$ cat src/rtl/tlc_pkg.sv
// Shared definitions for the traffic phase controller.
//   tlc_state_t : controller state encoding (GREEN, YELLOW, ALLRED, FLASH)
//   SEC_W       : width of every seconds quantity (sec_left, elapsed, loads)
//   sat_inc     : saturating seconds increment
//   min1        : maps a programmed duration of 0 to 1 second
package tlc_pkg;

  localparam int SEC_W = 8;

  typedef enum logic [1:0] {
    GREEN  = 2'd0,
    YELLOW = 2'd1,
    ALLRED = 2'd2,
    FLASH  = 2'd3
  } tlc_state_t;

  function automatic logic [SEC_W-1:0] sat_inc(input logic [SEC_W-1:0] v);
    return (v == {SEC_W{1'b1}}) ? v : v + 1'b1;
  endfunction

  function automatic logic [SEC_W-1:0] min1(input logic [SEC_W-1:0] v);
    return (v == '0) ? SEC_W'(1) : v;
  endfunction

endpackage

$ cat src/rtl/tlc_tick_gen.sv
// One-second tick prescaler.
//   clk  : clock
//   rst  : synchronous active-high reset
//   clr  : restart the prescaler (asserted on the edge that enters a new state)
//   tick : high during the last cycle of every UCY-cycle window
module tlc_tick_gen #(
  parameter int UCY = 1000
) (
  input  logic clk,
  input  logic rst,
  input  logic clr,
  output logic tick
);

  localparam int CW = (UCY > 1) ? $clog2(UCY) : 1;
  localparam logic [CW-1:0] LAST = CW'(UCY - 1);

  logic [CW-1:0] cnt_q;

  always_ff @(posedge clk) begin
    if (rst || clr) begin
      cnt_q <= '0;
    end else if (cnt_q == LAST) begin
      cnt_q <= '0;
    end else begin
      cnt_q <= cnt_q + 1'b1;
    end
  end

  // Tick in cycle UCY-1 of the window, so a transition taken on it makes
  // the state last exactly UCY cycles per second.
  assign tick = (cnt_q == LAST);

endmodule

$ cat src/rtl/traffic_phase_ctrl.sv
// Traffic signal phase controller.
// Cycles phases 0..NPH-1, each as GREEN -> YELLOW -> ALLRED (ALLRED skipped
// when CLR_S = 0). A manual-advance input N shortens GREEN once the minimum
// green time MIN_S has elapsed.
// Optional build macro TLC_FLASH_EN adds the flash input (flashing yellow,
// timers frozen, resumes into the current phase's GREEN).
// Ports:
//   clk      : clock
//   rst      : synchronous active-high reset (phase 0 GREEN)
//   N        : asynchronous manual-advance request (rising edge)
//   flash    : (TLC_FLASH_EN only) flashing-yellow mode
//   grn_sec  : per-phase green seconds, phase p in [8p+7:8p]
//   grn, yel : registered one-hot green / yellow lamps
//   phase    : current phase index
//   sec_left : seconds remaining in the current state
module traffic_phase_ctrl
  import tlc_pkg::*;
#(
  parameter int NPH   = 3,
  parameter int UCY   = 1000,
  parameter int YEL_S = 3,
  parameter int CLR_S = 1,
  parameter int MIN_S = 2
) (
  input  logic                     clk,
  input  logic                     rst,
  input  logic                     N,
`ifdef TLC_FLASH_EN
  input  logic                     flash,
`endif
  input  logic [NPH*8-1:0]         grn_sec,
  output logic [NPH-1:0]           grn,
  output logic [NPH-1:0]           yel,
  output logic [$clog2(NPH)-1:0]   phase,
  output logic [7:0]               sec_left
);

  localparam int PW = $clog2(NPH);
  localparam logic [PW-1:0]    LAST_PH = PW'(NPH - 1);
  localparam logic [SEC_W-1:0] ONE     = SEC_W'(1);
  localparam logic [SEC_W-1:0] YEL_V   = SEC_W'(YEL_S);
  localparam logic [SEC_W-1:0] CLR_V   = SEC_W'(CLR_S);
  localparam logic [SEC_W-1:0] MIN_V   = (MIN_S > 255) ? 8'd255 : SEC_W'(MIN_S);

  tlc_state_t       state_q, state_d;
  logic [PW-1:0]    phase_q, phase_d, phase_nx;
  logic [SEC_W-1:0] sec_q, sec_d;
  logic [SEC_W-1:0] elap_q, elap_d, elap_inc;
  logic             latch_q, latch_d;
  logic             go_yel;
  logic             n_p0, n_p1, n_p2, req_p3;
  logic [NPH-1:0]   grn_q, yel_q, grn_d, yel_d;
  logic             tick, clr;

  function automatic logic [SEC_W-1:0] grn_load(input logic [PW-1:0] p);
    return min1(grn_sec[SEC_W*int'(p) +: SEC_W]);
  endfunction

  tlc_tick_gen #(.UCY(UCY)) u_tick (
    .clk  (clk),
    .rst  (rst),
    .clr  (clr),
    .tick (tick)
  );

  assign phase_nx = (phase_q == LAST_PH) ? '0 : phase_q + 1'b1;
  assign elap_inc = sat_inc(elap_q);
  assign clr      = (state_d != state_q);

  // Next-state logic
  always_comb begin
    state_d = state_q;
    phase_d = phase_q;
    sec_d   = sec_q;
    elap_d  = elap_q;
    latch_d = latch_q;
    go_yel  = 1'b0;
`ifdef TLC_FLASH_EN
    if (flash) begin
      state_d = FLASH;
      latch_d = 1'b0;
    end else
`endif
    begin
      unique case (state_q)
        GREEN: begin
          // Timeout is tested first so a coincident request cannot cause a
          // second transition; the latch is dropped on exit regardless.
          if (tick && sec_q == ONE) begin
            go_yel = 1'b1;
          end else if (req_p3 && elap_q >= MIN_V) begin
            go_yel = 1'b1;
          end else if (tick && (latch_q || req_p3) && elap_inc >= MIN_V) begin
            go_yel = 1'b1;
          end else begin
            if (tick) begin
              sec_d  = sec_q - 1'b1;
              elap_d = elap_inc;
            end
            if (req_p3) begin
              latch_d = 1'b1;
            end
          end
          if (go_yel) begin
            state_d = YELLOW;
            sec_d   = YEL_V;
            elap_d  = '0;
            latch_d = 1'b0;
          end
        end
        YELLOW: begin
          if (tick) begin
            if (sec_q == ONE) begin
              if (CLR_S == 0) begin
                state_d = GREEN;
                phase_d = phase_nx;
                sec_d   = grn_load(phase_nx);
                elap_d  = '0;
              end else begin
                state_d = ALLRED;
                sec_d   = CLR_V;
              end
            end else begin
              sec_d = sec_q - 1'b1;
            end
          end
        end
        ALLRED: begin
          if (tick) begin
            if (sec_q == ONE) begin
              state_d = GREEN;
              phase_d = phase_nx;
              sec_d   = grn_load(phase_nx);
              elap_d  = '0;
            end else begin
              sec_d = sec_q - 1'b1;
            end
          end
        end
`ifdef TLC_FLASH_EN
        FLASH: begin
          state_d = GREEN;
          sec_d   = grn_load(phase_q);
          elap_d  = '0;
          latch_d = 1'b0;
        end
`endif
        default: begin
          state_d = GREEN;
          phase_d = '0;
          sec_d   = grn_load('0);
          elap_d  = '0;
          latch_d = 1'b0;
        end
      endcase
    end
  end

  // Lamp decode from the next state, registered below
  always_comb begin
    grn_d = '0;
    yel_d = '0;
    unique case (state_d)
      GREEN:   grn_d[phase_d] = 1'b1;
      YELLOW:  yel_d[phase_d] = 1'b1;
`ifdef TLC_FLASH_EN
      FLASH: begin
        if (state_q != FLASH) begin
          yel_d = '1;
        end else if (tick) begin
          yel_d = ~yel_q;
        end else begin
          yel_d = yel_q;
        end
      end
`endif
      default: ;
    endcase
  end

  // State register, request synchroniser and lamp registers
  always_ff @(posedge clk) begin
    if (rst) begin
      state_q <= GREEN;
      phase_q <= '0;
      sec_q   <= grn_load('0);
      elap_q  <= '0;
      latch_q <= 1'b0;
      grn_q   <= NPH'(1);
      yel_q   <= '0;
      n_p0    <= 1'b0;
      n_p1    <= 1'b0;
      n_p2    <= 1'b0;
      req_p3  <= 1'b0;
    end else begin
      state_q <= state_d;
      phase_q <= phase_d;
      sec_q   <= sec_d;
      elap_q  <= elap_d;
      latch_q <= latch_d;
      grn_q   <= grn_d;
      yel_q   <= yel_d;
      // 2-flop synchroniser, then registered rising-edge detect
      n_p0    <= N;
      n_p1    <= n_p0;
      n_p2    <= n_p1;
      req_p3  <= n_p1 & ~n_p2;
    end
  end

  assign grn      = grn_q;
  assign yel      = yel_q;
  assign phase    = phase_q;
  assign sec_left = sec_q;

endmodule

$ cat config.mk
export PLATFORM = sky130hd
export DESIGN_NAME = traffic_phase_ctrl
export DESIGN_NICKNAME = d
export VERILOG_FILES = /design/src/rtl/tlc_pkg.sv /design/src/rtl/tlc_tick_gen.sv /design/src/rtl/traffic_phase_ctrl.sv
export SDC_FILE = /design/constraint.sdc
export NUM_CORES = 1
export LEC_CHECK = 0
export CORE_UTILIZATION = 50
export DETAILED_ROUTE_END_ITERATION = 12
export GPL_TIMING_DRIVEN = 1
export HOLD_SLACK_MARGIN = 0.03
export PLACE_DENSITY = 0.85
export SYNTH_ARGS = -nofsm -noshare
export SYNTH_HDL_FRONTEND = slang
export SYNTH_SLANG_ARGS = --single-unit
$ cat constraint.sdc
create_clock -name clk -period 3.1 [get_ports clk]
set_clock_uncertainty 0.05 [all_clocks]
set_input_delay 0.31 -clock clk [delete_from_list [all_inputs] [get_ports clk]]
set_output_delay 0.31 -clock clk [all_outputs]
set_load 0.005 [all_outputs]
Word level (Yosys, flattened, before mapping)
Cells that the tools add are included.
W data, S select, Z words.
{"block": "classes", "addsub": 4, "order_cmp": 4, "n_eq_ne": 21, "shift": 1, "mux": 45, "bitwise": 6, "reduce_logical": 19}
{"op": "$mux W8", "count": 20}
{"op": "$pmux W8 S3", "count": 2}
{"op": "$shiftx A24 B6 Y8", "count": 1}
{"op": "$ne A3 B3 Y1 const B", "count": 7}
{"op": "$ge A8 B2 Y1 const B", "count": 2}
{"op": "$logic_not A8 Y1", "count": 2}
{"op": "$mux W2", "count": 8}
{"op": "$ne A4 B4 Y1 const B", "count": 4}
{"op": "$mux W1", "count": 11}
{"op": "$add A10 B1 Y10 const B", "count": 1}
{"op": "$eq A10 B10 Y1 const B", "count": 1}
{"op": "$reduce_or A2 Y1", "count": 5}
{"op": "$add A8 B1 Y8 const B", "count": 1}
{"op": "$eq A8 B1 Y1 const B", "count": 1}
{"op": "$eq A8 B8 Y1 const B", "count": 1}
{"op": "$sub A8 B1 Y8 const B", "count": 1}
{"op": "$reduce_and A7 Y1", "count": 1}
{"op": "$pmux W2 S3", "count": 1}
{"op": "$reduce_and A6 Y1", "count": 1}
{"op": "$logic_and A1 B1 Y1", "count": 5}
{"op": "$not A1 Y1", "count": 5}
{"op": "$reduce_and A5 Y1", "count": 1}
{"op": "$eq A2 B1 Y1 const B", "count": 2}
{"op": "$eq A2 B2 Y1 const B", "count": 2}
{"op": "11 further kinds", "count": 14}
{"block": "totals", "register_bits": 41, "output_inout_bits": 16}

Longest topological paths before layout
{"block": "depth", "depth_word": 13, "ltp_mapped": 9, "depth_no_buf": 8}

By module
From an unflattened synthesis, not the netlist that was laid out.
{"block": "unflattened", "hier_cells": 310, "hier_area_um2": 2562.5}
{"module": "traffic_phase_ctrl", "instances": 1, "cells_per_inst": 258, "area_each_um2": 2103.3, "seq_area_each_um2": 700.7}
{"module": "tlc_tick_gen", "instances": 1, "cells_per_inst": 52, "area_each_um2": 459.2, "seq_area_each_um2": 200.2}

Worst setup path before layout
OpenSTA, ideal clock, no wires.
{"block": "synth_path", "path_type": "register to register", "startpoint": "register elap_q[2]", "endpoint": "register sec_q[0] (netlist: sec_left[0]) (enable)", "setup_time_ns": 0.267, "t_arrival_ns": 2.181, "t_required_ns": 2.783, "path_slack_ns": 0.602, "stages_incl_launch_ff": 8, "path_buffers": 1, "period_less_slack_ns": 2.498, "path_cell_list": "dfxtp_1 buf_6 or4_4 o31ai_4 a22oi_2 nor4_4 o21ai_4 a211o_2"}
{"block": "synth_between", "elab_chain_cells": 10}
{"item": "start, declared", "line_no": "traffic_phase_ctrl.sv:48", "rtl": "logic [SEC_W-1:0] elap_q, elap_d, elap_inc;"}
{"item": "start signal, assigned", "line_no": "traffic_phase_ctrl.sv:199", "rtl": "elap_q <= elap_d;"}
{"item": "$add A8 B1 Y8 or $eq A8 B8 Y1 (tied branches)", "line_no": "tlc_pkg.sv:18", "rtl": "return (v == {SEC_W{1'b1}}) ? v : v + 1'b1;"}
{"item": "$mux W8", "line_no": "tlc_pkg.sv:18"}
{"item": "$ge A8 B2 Y1", "line_no": "traffic_phase_ctrl.sv:93", "rtl": "end else if (tick && (latch_q || req_p3) && elap_inc >= MIN_V) begin"}
{"item": "$logic_and A1 B1 Y1", "line_no": "traffic_phase_ctrl.sv:93"}
{"item": "$mux W1", "line_no": "traffic_phase_ctrl.sv:93"}
{"item": "$mux W1", "line_no": "traffic_phase_ctrl.sv:91", "rtl": "end else if (req_p3 && elap_q >= MIN_V) begin"}
{"item": "$mux W1", "line_no": "traffic_phase_ctrl.sv:89", "rtl": "if (tick && sec_q == ONE) begin"}
{"item": "$mux W1", "line_no": "traffic_phase_ctrl.sv:85", "rtl": "unique case (state_q)"}
{"item": "$ne A4 B4 Y1 (no line)"}
{"item": "$reduce_and A6 Y1 (no line) (*)"}
{"item": "end signal, assigned", "line_no": "traffic_phase_ctrl.sv:186", "rtl": "sec_q <= grn_load('0);"}
{"item": "end, declared", "line_no": "traffic_phase_ctrl.sv:47", "rtl": "logic [SEC_W-1:0] sec_q, sec_d;"}
Every way passes the cells marked *; elsewhere a longest branch is shown, timed or not. The select of a mux whose other input is x is not followed.
A chain may end at the register's enable or synchronous reset.

Worst setup path after layout
{"block": "layout_path", "startpoint": "register sec_q[2] (netlist: sec_left[2])", "endpoint": "register sec_q[4] (netlist: sec_left[4]) (data pin)"}
{"block": "layout_between", "elab_chain_cells": 8}
{"item": "$sub A8 B1 Y8", "line_no": "traffic_phase_ctrl.sv:97, traffic_phase_ctrl.sv:124, traffic_phase_ctrl.sv:136"}
{"item": "$mux W8", "line_no": "traffic_phase_ctrl.sv:96", "rtl": "if (tick) begin"}
{"item": "$mux W8", "line_no": "traffic_phase_ctrl.sv:93"}
{"item": "$mux W8", "line_no": "traffic_phase_ctrl.sv:91"}
{"item": "$mux W8", "line_no": "traffic_phase_ctrl.sv:89"}
{"item": "$mux W8", "line_no": "traffic_phase_ctrl.sv:104", "rtl": "if (go_yel) begin"}
{"item": "$pmux W8 S3 (*)", "line_no": "traffic_phase_ctrl.sv:85"}
{"item": "$mux W8 (*)", "line_no": "traffic_phase_ctrl.sv:183", "rtl": "if (rst) begin"}
Marked as above.

==> results by group <==
Outcome
  • Status: finished clean

Timing
  • Max-slew violation total from the final report: 0
  • Final setup viols: 0
  • Tmin final: 2710 ps
  • Final Hold Fails: 0
  • Max transition margin: between 50% and 60%
  • Fmax: 368 MHz
  • Setup TNS: 0 ps
  • Worst Max-Slew Pin Slew: just under 700 ps
  • Fin crit share: 87.5%
  • Final worst slack: between 300 and 400 ps
  • RSZ-0062 raised after global routing: false

Finish
  • N_diodes: 0
  • Area Growth Syn to Fin: 19.7%
  • Register area: 901 um2
  • Layout cell share with drive strength beyond 1: 10.2%
  • Area of the multi-input gates: around 0.0018 mm2
  • Final non-filler cell area: 0.00343 mm2
  • Final nets: roughly 400
  • Post-layout util: 62.3%
  • FILL cells: 460

Die
  • Vert. Die Dim: 77.7 um
  • # rows: 27
  • Starting Density: 52.0%
  • I/O pin count: 43
  • Die W: around 80 um
  • Die area: 0.00604 mm2
  • Core area: ~0.0055 mm2

Yosys
  • Synthesized instance count: 335
  • Most used DFF post-synth: dfxtp_1
  • Synth Register Bits: 41
  • Count leader, synth: dfxtp_1
  • Commonest cells in the synthesized netlist: 33 x dfxtp_1, 30 x nor2_1, 27 x nand2_1
  • Syn_area_per_cell: around 8.6 um2
  • Seq/Total Area, Yosys: a little under a third
  • Ranking of synthesized cells by area: dfxtp_1 23%, edfxtp_1 8.4%, mux2i_1 4.2%
  • Cell taking the most area after synthesis: dfxtp_1
  • Post-synth top area share: between 20% and 30%
  • Yosys cell types: 74
  • Synthesized cell area: 0.00287 mm2
  • Asr flop ratio synth: 0%
  • Number of synthesized flops with an enable pin: 8
  • Total nets after synthesis: 371
  • Ys Warns: 0

Power and ir drop
  • Lkg Pwr: 1.13 nW
  • Int Pwr: 0.000870 W
  • Combinational share of power: between 10% and 20%
  • Switching pwr: 0.000260 W
  • Sw frac: 23.0%
  • Flop pwr share: 51.0%
  • Power Total: 0.00113 W
  • Max VDD drop: 206 uV
  • Clock share of power: 37.9%
  • Power density over the cells: 330 mW/mm2

Place
  • Port-buffer cells: 42
  • Pre-CTS setup slack: 201 ps
  • DP Wirelength: 5.41 mm
  • GP Congestion: 0.944
  • Area after DPL: 0.00332 mm2

Clock network
  • Post-CTS Setup Bufs: 0
  • Worst skew pair latency: 290 ps
  • Clock transition at path regs: roughly 80 ps
  • CTS tree: done
  • Clock buffer depth: 2
  • H-tree levels: 2
  • Total CTS buffers: 5
  • CTS sink count: 41
  • Clock Tree Root: clkbuf_8

Routing
  • Via density: approximately 6.3
  • Total via count in the routed design: 2,804
  • Final WL: 7.31 mm
  • Starting DRC count in detailed routing: 297
  • Antenna-violating nets left: 0
  • Post-DR wirelength/cell: 16.4 um
  • DRT Pass-1 Iters: 5
  • DR DRC count: 0

GRT
  • GR peak layer: met2
  • GRT overflow: 0
  • GRT Total Usage: 25.8%
  • Met2 Track Usage GR: between 40% and 50%
  • First-pass GRT wire length: 12.3 mm
  • Number of global-route vias before repair: 2,542
  • Met3 usage: 5.29%
  • Met1 usage: 35.0%
  • Largest net degree at the start of global routing: 21
  • Initial antenna violation count: 0

Worst setup path
  • CP arrival: 2710 ps
  • Worst path required time: 3100 ps
  • CP Capture Type: flip-flop
  • Setup CP Type: flip-flop to flip-flop
  • Crit path max fanout: 6
  • Critical Path Start Type: flip-flop

Run
  • Max-cap violations: 0

Worst hold path
  • Hold Path Class: flip-flop to flip-flop
-- worst max-delay path, stage by stage, from the launching register on --
cell	delay, ps
edfxtp_1	500
nor4_4	460
a31oi_1	220
o211ai_1	470
o221ai_1	400
o22ai_1	280
a21oi_1	90
-- power by group through the flow --
stage	combinational [W]	clock (W)	sequential (W)
floorplan	0.0000548	0	0.000587
global placement	0.000121	0	0.000588
detailed placement	0.000123	0	0.000589
CTS	0.000124	0.000435	0.000576
global route	0.000134	0.000463	0.000579
finish	0.000125	0.000429	0.000577
-- registers in the layout, indices dropped and copies added (netlist names), 2 cells and up --
name / flops
sec_left: 8
elap_q: 8
yel: 3
state_q: 2
grn: 3
phase: 2
u_tick.cnt_q: 10
-- routing by layer --
| metal | vias to the layer above | part of all wire (%) |
|---|---|---|
| met5 | - | 0 |
| met3 | 18 | 7.2 |
| met1 | 1315 | 46 |
| li1 | 1343 | - |
| met4 | 0 | 2.0 |
| met2 | 128 | 45 |
-- area by class of cell --
type	count	area share [%]
clock inverter	2	1.02
clock buffer	6	2.12
sequential	41	26.3
inverter	12	1.31
multi-input combinational	264	52.8
tap	72	2.63
timing repair buffer	49	13.8
-- path summary, 6_finish.rpt --
path              slack, ps  depth (start not counted)   startpoint          end
setup reg to reg        390                          6  sec_left[2]  sec_left[4]
hold reg to reg         330                          1         n_p2       req_p3
hold / removal          330                          1         n_p2       req_p3
setup / recovery        390                          6  sec_left[2]  sec_left[4]
-- metrics by stage --
stage / std cells / hold slack (ps)
6_report: 446 / 333
4_1_cts: 446 / 334
3_3_place_gp: 438 / 325
2_1_floorplan: 335 / 317
3_5_place_dp: 438 / 322
5_1_grt: 446 / 353
-- repair_timing --
item | CTS | global route
hold endpoints to repair | 0 | 0
gates resized for setup | 0 | 1
hold buffers | 0 | 0
setup endpoints to repair | 0 | 2
-- cells by family after synthesis --
family	share of synthesized area (%)
AOI/OAI and AO/OA	22.8
xor gates and xnor gates	4.59
adders and majority gates	3.93
buffers and inverters	5.46
DFF	31.4
muxes	4.19
and+or+nand+nor	27.6
-- layout by cell type, fill, tap and decap left out, drive strengths merged, types with 5 or more instances in the layout --
cell type      count
and3               8
o21ai             19
nor4              10
nand4              6
nand2             27
edfxtp             8
dfxtp             33
nor2              31
nor2b              8
clkbuf             6
xnor2              9
o22ai              6
nand3             12
clkdlybuf4s50     42
buf                7
nor3              16
ha                 9
mux2i             12
a2111oi            5
a211oi            11
or4                5
o211ai             6
a21oi             17
xor2               6
inv               12
(Power assumes the default switching activity.)
